## src/rtl/alu_cmd_sequencer.sv

```systemverilog
// alu_cmd_sequencer
// Initiator side of the ALU operand/result interface. Commands are queued in a
// small FIFO and issued one at a time to the ALU. After ALU_LAT cycles the
// result and status are captured and returned on a valid/ready response port.
// Optional feature macro: ALU_SEQ_STICKY_STATUS_EN (sticky OR of returned status).
module alu_cmd_sequencer #(
    parameter int OP_W       = 3,
    parameter int ARG_W      = 4,
    parameter int RES_W      = 8,
    parameter int ALU_LAT    = 1,
    parameter int FIFO_DEPTH = 4
) (
    input  logic             i_clk,
    input  logic             i_reset,
    input  logic             i_cmd_valid,
    output logic             o_cmd_ready,
    input  logic [OP_W-1:0]  i_cmd_op,
    input  logic [ARG_W-1:0] i_cmd_a,
    input  logic [ARG_W-1:0] i_cmd_b,
    output logic [OP_W-1:0]  o_alu_op,
    output logic [ARG_W-1:0] o_alu_arg_A,
    output logic [ARG_W-1:0] o_alu_arg_B,
    input  logic [RES_W-1:0] i_alu_result,
    input  logic [3:0]       i_alu_status,
    output logic             o_rsp_valid,
    input  logic             i_rsp_ready,
    output logic [RES_W-1:0] o_rsp_result,
    output logic [3:0]       o_rsp_status,
    output logic             o_busy,
    input  logic             i_sticky_clr,
    output logic [3:0]       o_sticky_status
);

    localparam int PTR_W = $clog2(FIFO_DEPTH);
    localparam int CNT_W = PTR_W + 1;
    localparam int CMD_W = OP_W + 2 * ARG_W;
    localparam logic [3:0]       LAT_LOAD = 4'(ALU_LAT - 1);
    localparam logic [CNT_W-1:0] FULL_CNT = CNT_W'(FIFO_DEPTH);

    typedef enum logic [1:0] {
        S_IDLE  = 2'd0,
        S_ISSUE = 2'd1,
        S_WAIT  = 2'd2,
        S_RESP  = 2'd3
    } state_t;

    state_t r_state;
    state_t w_state_next;

    // Command FIFO storage and bookkeeping
    logic [CMD_W-1:0] r_mem [FIFO_DEPTH];
    logic [PTR_W-1:0] r_wr_ptr;
    logic [PTR_W-1:0] r_rd_ptr;
    logic [CNT_W-1:0] r_count;

    // Operand, latency and response registers
    logic [OP_W-1:0]  r_alu_op;
    logic [ARG_W-1:0] r_alu_a;
    logic [ARG_W-1:0] r_alu_b;
    logic [3:0]       r_lat_cnt;
    logic             r_rsp_valid;
    logic [RES_W-1:0] r_rsp_result;
    logic [3:0]       r_rsp_status;

    // FSM control strobes
    logic w_push;
    logic w_pop;
    logic w_load_lat;
    logic w_capture;
    logic w_fifo_empty;
    logic w_rsp_hs;

    // Ready comes from the registered count only, so a full FIFO never
    // accepts even if the same cycle would pop.
    assign o_cmd_ready  = (r_count != FULL_CNT);
    assign w_fifo_empty = (r_count == '0);
    assign w_push       = i_cmd_valid & o_cmd_ready;
    assign w_rsp_hs     = r_rsp_valid & i_rsp_ready;

    // FIFO storage write; no reset so it can map onto RAM resources
    always_ff @(posedge i_clk) begin
        if (w_push) begin
            r_mem[r_wr_ptr] <= {i_cmd_op, i_cmd_a, i_cmd_b};
        end
    end

    // FIFO pointers and occupancy; power-of-two depth wraps naturally
    always_ff @(posedge i_clk) begin
        if (i_reset) begin
            r_wr_ptr <= '0;
            r_rd_ptr <= '0;
            r_count  <= '0;
        end else begin
            if (w_push) begin
                r_wr_ptr <= r_wr_ptr + PTR_W'(1);
            end
            if (w_pop) begin
                r_rd_ptr <= r_rd_ptr + PTR_W'(1);
            end
            r_count <= r_count + CNT_W'(w_push) - CNT_W'(w_pop);
        end
    end

    // FSM state register
    always_ff @(posedge i_clk) begin
        if (i_reset) begin
            r_state <= S_IDLE;
        end else begin
            r_state <= w_state_next;
        end
    end

    // FSM next-state logic
    always_comb begin
        w_state_next = r_state;
        case (r_state)
            S_IDLE:  if (!w_fifo_empty) w_state_next = S_ISSUE;
            S_ISSUE: w_state_next = S_WAIT;
            S_WAIT:  if (r_lat_cnt == 4'd0) w_state_next = S_RESP;
            S_RESP: begin
                if (i_rsp_ready) begin
                    w_state_next = w_fifo_empty ? S_IDLE : S_ISSUE;
                end
            end
            default: w_state_next = S_IDLE;
        endcase
    end

    // FSM output strobes; a pop in IDLE or on response accept feeds the next ISSUE
    always_comb begin
        w_pop      = 1'b0;
        w_load_lat = 1'b0;
        w_capture  = 1'b0;
        case (r_state)
            S_IDLE:  w_pop      = !w_fifo_empty;
            S_ISSUE: w_load_lat = 1'b1;
            S_WAIT:  w_capture  = (r_lat_cnt == 4'd0);
            S_RESP:  w_pop      = i_rsp_ready & !w_fifo_empty;
            default: w_pop      = 1'b0;
        endcase
    end

    // Operand registers drive the ALU and hold until the next pop
    always_ff @(posedge i_clk) begin
        if (i_reset) begin
            r_alu_op <= '0;
            r_alu_a  <= '0;
            r_alu_b  <= '0;
        end else if (w_pop) begin
            {r_alu_op, r_alu_a, r_alu_b} <= r_mem[r_rd_ptr];
        end
    end

    // Latency counter: loaded in ISSUE, counts down through WAIT
    always_ff @(posedge i_clk) begin
        if (i_reset) begin
            r_lat_cnt <= '0;
        end else if (w_load_lat) begin
            r_lat_cnt <= LAT_LOAD;
        end else if ((r_state == S_WAIT) && (r_lat_cnt != 4'd0)) begin
            r_lat_cnt <= r_lat_cnt - 4'd1;
        end
    end

    // Response capture and hold until the consumer accepts
    always_ff @(posedge i_clk) begin
        if (i_reset) begin
            r_rsp_valid  <= 1'b0;
            r_rsp_result <= '0;
            r_rsp_status <= '0;
        end else if (w_capture) begin
            r_rsp_valid  <= 1'b1;
            r_rsp_result <= i_alu_result;
            r_rsp_status <= i_alu_status;
        end else if (w_rsp_hs) begin
            r_rsp_valid  <= 1'b0;
        end
    end

`ifdef ALU_SEQ_STICKY_STATUS_EN
    logic [3:0] r_sticky;

    // Sticky status accumulates every accepted response; clear has priority
    always_ff @(posedge i_clk) begin
        if (i_reset || i_sticky_clr) begin
            r_sticky <= '0;
        end else if (w_rsp_hs) begin
            r_sticky <= r_sticky | r_rsp_status;
        end
    end

    assign o_sticky_status = r_sticky;
`else
    // Sticky feature not built: clear input intentionally has no effect
    logic w_unused_sticky_clr;
    assign w_unused_sticky_clr = i_sticky_clr;
    assign o_sticky_status     = 4'b0000;
`endif

    assign o_alu_op     = r_alu_op;
    assign o_alu_arg_A  = r_alu_a;
    assign o_alu_arg_B  = r_alu_b;
    assign o_rsp_valid  = r_rsp_valid;
    assign o_rsp_result = r_rsp_result;
    assign o_rsp_status = r_rsp_status;
    assign o_busy       = (r_state != S_IDLE) || !w_fifo_empty;

endmodule

```

## config.mk

```make
export PLATFORM = sky130hd
export DESIGN_NAME = alu_cmd_sequencer
export DESIGN_NICKNAME = d
export VERILOG_FILES = /design/src/rtl/alu_cmd_sequencer.sv
export SDC_FILE = /design/constraint.sdc
export NUM_CORES = 1
export LEC_CHECK = 0
export ABC_AREA = 1
export CAP_MARGIN = 20
export CORE_ASPECT_RATIO = 1.25
export CORE_MARGIN = 5
export CORE_UTILIZATION = 47
export CTS_CLUSTER_DIAMETER = 60
export DETAILED_ROUTE_END_ITERATION = 8
export MAX_ROUTING_LAYER = met4
export PLACE_DENSITY = 0.76
export SLEW_MARGIN = 15
export SYNTH_ARGS = -nofsm -noshare
export SYNTH_HDL_FRONTEND = slang
export SYNTH_SLANG_ARGS = --single-unit
```

## constraint.sdc

```tcl
create_clock -name i_clk -period 2.08 [get_ports i_clk]
set_input_delay 0.416 -clock i_clk [delete_from_list [all_inputs] [get_ports i_clk]]
set_output_delay 0.416 -clock i_clk [all_outputs]
set_load 0.1 [all_outputs]
```

==> parameters.txt <==
Parameter                              Value

Pwr
  Power Dens Cells ... 1602 nW/um^2
  Total design power ... 6586 uW
  VDD IR max ... 1.179 mV
  Lkg Pwr ... 0.001612 uW

CTS
  Number of cells upsized or downsized after cts ... 0
  Clock sinks ... 81
  Number of setup buffers added after CTS ... 0
  Worst-path clk slew ... 80 ps
  Count of hold buffers inserted by post-cts repair ... 0
  TritonCTS clock tree ... built
  Clock root buffer master ... clkbuf_8
  Clock network latency to the later pin of the worst-skew pair ... 350 ps
  Maximum clock path buffer count ... 2
  CTS H-tree depth ... 3
  Cts bufs inserted ... 9

Setup path
  R2R setup slack ... 100 ps
  Worst Setup Start Kind ... flip-flop
  Reg-to-reg critical path endpoint ... r_count[1]
  Biggest fanout along the worst timing path ... 5
  Total number of cells along the worst setup path ... 11
  Kind of end point of the critical path ... flip-flop
  Critical Path Most Common Cell ... inv_1
  Number of buffer and inverter instances along the worst setup path ... 4
  Worst endpoint required time ... 2370 ps
  Cell family with the largest share of critical-path delay ... adder cells
  Worst flop-to-flop path startpoint ... r_state[1]
  WS Path Type ... flip-flop to flip-flop
  Cell-by-cell listing of the critical path ... inv_2 > ha_4 > inv_1 > nand2_2 > nor2_4 > ha_1 > inv_1 > ha_2 > fa_2 > inv_1 > nor2_1
  Worst Reg2Reg Path Length in Cells ... 11
  Slowest library cell on the worst path ... fa_2
  Arrival time of the worst setup path ... 2270 ps
  Maximum single-stage delay on the critical path ... 510 ps

Floorplanning
  I/O pin count ... 58
  Floorplan die height ... 103.8 um
  Row Count ... 34
  Area of the die ... 8821 um^2
  Core Region ... 6892 um^2
  Die width ... 85.01 um
  Starting density of the core ... 47.97%

Placement
  Total half-perimeter wirelength after legalization and detailed placement ... 4.476 mm
  Post-Place Cell Area ... 3895 um^2
  Input/output buffers ... 52
  Routability-driven placement congestion ratio ... 0.7495

STA
  Top achievable clock speed ... 0.5046 GHz
  Post-route fraction of the period consumed by the critical path ... 95.27%
  Final slew viol count ... 0
  Setup violators final ... 0
  Clock Skew ... 6.063 ps
  Final-report hold violation count ... 0
  Minimum clock period after layout ... 1982 ps
  Setup repair after global routing missed its margin ... no

Global route
  Antenna violations before repair ... 0
  All-layer global routing usage ... 15.96%
  Number of global-route vias before repair ... 2414
  First-pass GRT wire length ... 10.95 mm
  Final global-route overflow total ... 0
  Pin count of the biggest net entering global routing ... 27

Synth
  Count of mapped cells out of synthesis ... 325
  Yosys warnings ... 0
  Synth unique cells ... 25
  Netlist area before placement ... 3306 um^2
  Number of storage elements in the synthesis netlist ... 81
  Average cell area after synthesis ... 10.17 um^2
  Fraction of the yosys area taken by sequential cells ... 62.38%

Cells and area
  Net count, final ... 425
  Share of final-layout standard cells stronger than drive strength 1 ... 17.99%
  Final non-filler cell area ... 4110 um^2
  Layout Area Growth over Synthesis ... 24.34%
  Ant. Diodes ... 0
  Layout fillers ... 607

Routing
  Detailed-route vias per instance ... 4.975
  Total Wirelength ... 6.675 mm
  Remaining DRCs ... 0
  Mean routed wirelength per cell ... 13.94 um
  Starting DRC count in detailed routing ... 119
  First-pass detailed-route iteration total ... 5
  Via count ... 2383
  Number of antenna-violating nets in the routed design ... 0

Run status
  Result of the run ... completed

Hold path
  Class of the worst hold path ... flip-flop to flip-flop
  Number of instances on the worst hold path ... 2
  Worst-case hold path end point ... o_rsp_status[1]
  Startpoint of the tightest hold check path ... o_rsp_status[1]

Job
  Max-capacitance violation count ... 0
## metal layers
layer  vias to the layer above  GRT usage, %  routed length, um
li1                       1190             -                  -
met5                         -             -                  0
met4                         0         7.805                240
met2                        74         26.50               3367
met3                        21         4.289                337
met1                      1098         17.47               2729
## power by group
| part | switching, uW | internal (uW) | total (uW) |
|---|---|---|---|
| clock | 545 | 554 | 1100 |
| sequential | 166 | 2030 | 2190 |
| combinational | 2490 | 811 | 3300 |
## cells in the final DEF (no fill, tap or decap), types with 2 or more instances in the layout
cell             Yosys  routed
xor2_1               2       2
ha_1                12       9
clkbuf_1             3       2
o22ai_1             11      11
nand3_1              6       6
o21ai_0             48      48
clkinv_2             1       2
clkinv_4             0       2
clkdlybuf4s50_1      0      26
edfxtp_1            44      44
buf_4                4      34
o21ai_1              2       2
a21oi_1             22      21
dfxtp_1             37      35
ha_2                 0       2
dfxtp_4              0       2
a21oi_2              1       2
nand2_1             17      16
inv_2                3       4
inv_1               33      31
clkbuf_8             0       9
nand2_2              4       4
conb_1               1       4
nor2_1              60      60
buf_12               0       2
## how the worst max path moves through the flow
| stage | start | to | slack, ps |
|---|---|---|---|
| 2_1_floorplan | r_state[1] | r_count[2] | -0.2 |
| 3_3_place_gp | i_rsp_ready | r_count[2] | -170 |
| 3_5_place_dp | i_rsp_ready | r_count[2] | -230 |
| 4_1_cts | r_state[0] | r_count[2] | 30 |
| 5_1_grt | r_state[1] | r_count[1] | 20 |
| 6_report | r_state[1] | r_count[1] | 100 |
## kinds of logic after synthesis
logic type / count (synthesis) / synth area share, %
and+or+nand+nor: 89 / 10.94
other: 1 / 0.1134
buffers and inverters: 54 / 7.381
AOI/OAI and AO/OA: 84 / 13.25
xor gates and xnor gates: 3 / 0.7950
DFF: 81 / 62.38
adders and majority gates: 13 / 5.148
## tightest hold or removal path, stage by stage (launching register included)
cell and delay (ps):
dfxtp_1 310, inv_1 40, a21oi_1 50
## sequential cells by signal (all words and copies together) (netlist names)
name,cells
r_state,2
o_rsp_status,4
r_mem,44
o_alu_op,3
o_rsp_valid,1
r_rd_ptr,2
o_alu_arg_A,4
r_count,3
r_lat_cnt,4
o_rsp_result,8
o_alu_arg_B,4
r_wr_ptr,2
## metrics by stage
step	setup TNS [ps]	worst slack (ps)	utilization, %	hold WS [ps]	std cells
3_5_place_dp	-416.3	-226.1	56.52	440.9	463
6_report	0	98.33	59.64	446.6	479
3_3_place_gp	-326.7	-173.8	56.52	433.5	463
5_1_grt	0	17.66	59.64	468.3	479
4_1_cts	0	26.71	59.24	452.1	479
2_1_floorplan	-0.2114	-0.2114	-	440.2	328
## synthesized netlist by cell type
library cell	instances	area, um^2
buf_4	4	30.03
inv_2	3	11.26
nand2_2	4	25.02
ha_1	12	150.1
buf_6	2	22.52
o21ai_0	48	240.2
buf_2	8	40.04
edfxtp_1	44	1321
clkinv_2	1	5.000
xnor2_1	1	8.760
clkbuf_1	3	11.26
nor2_1	60	225.2
dfxtp_1	37	740.7
nor2_2	1	6.260
o21ai_1	2	10.01
conb_1	1	3.750
xor2_1	2	17.52
a21oi_2	1	8.760
o22ai_1	11	68.82
nor2_4	1	11.26
fa_1	1	20.02
nand3_1	6	30.03
nand2_1	17	63.81
a21oi_1	22	110.1
inv_1	33	123.9
## area by class of cell
cell class	instances	area, um^2	area share, %
Sequential cell	81	2069	50.35
Multi-Input combinational cell	193	1042	25.36
Timing Repair Buffer	62	555.5	13.52
Inverter	37	142.6	3.470
Clock buffer	11	131.4	3.196
Tap cell	90	112.6	2.740
Clock inverter	5	56.30	1.370
No activity file was read; power rests on OpenSTA's default activity.
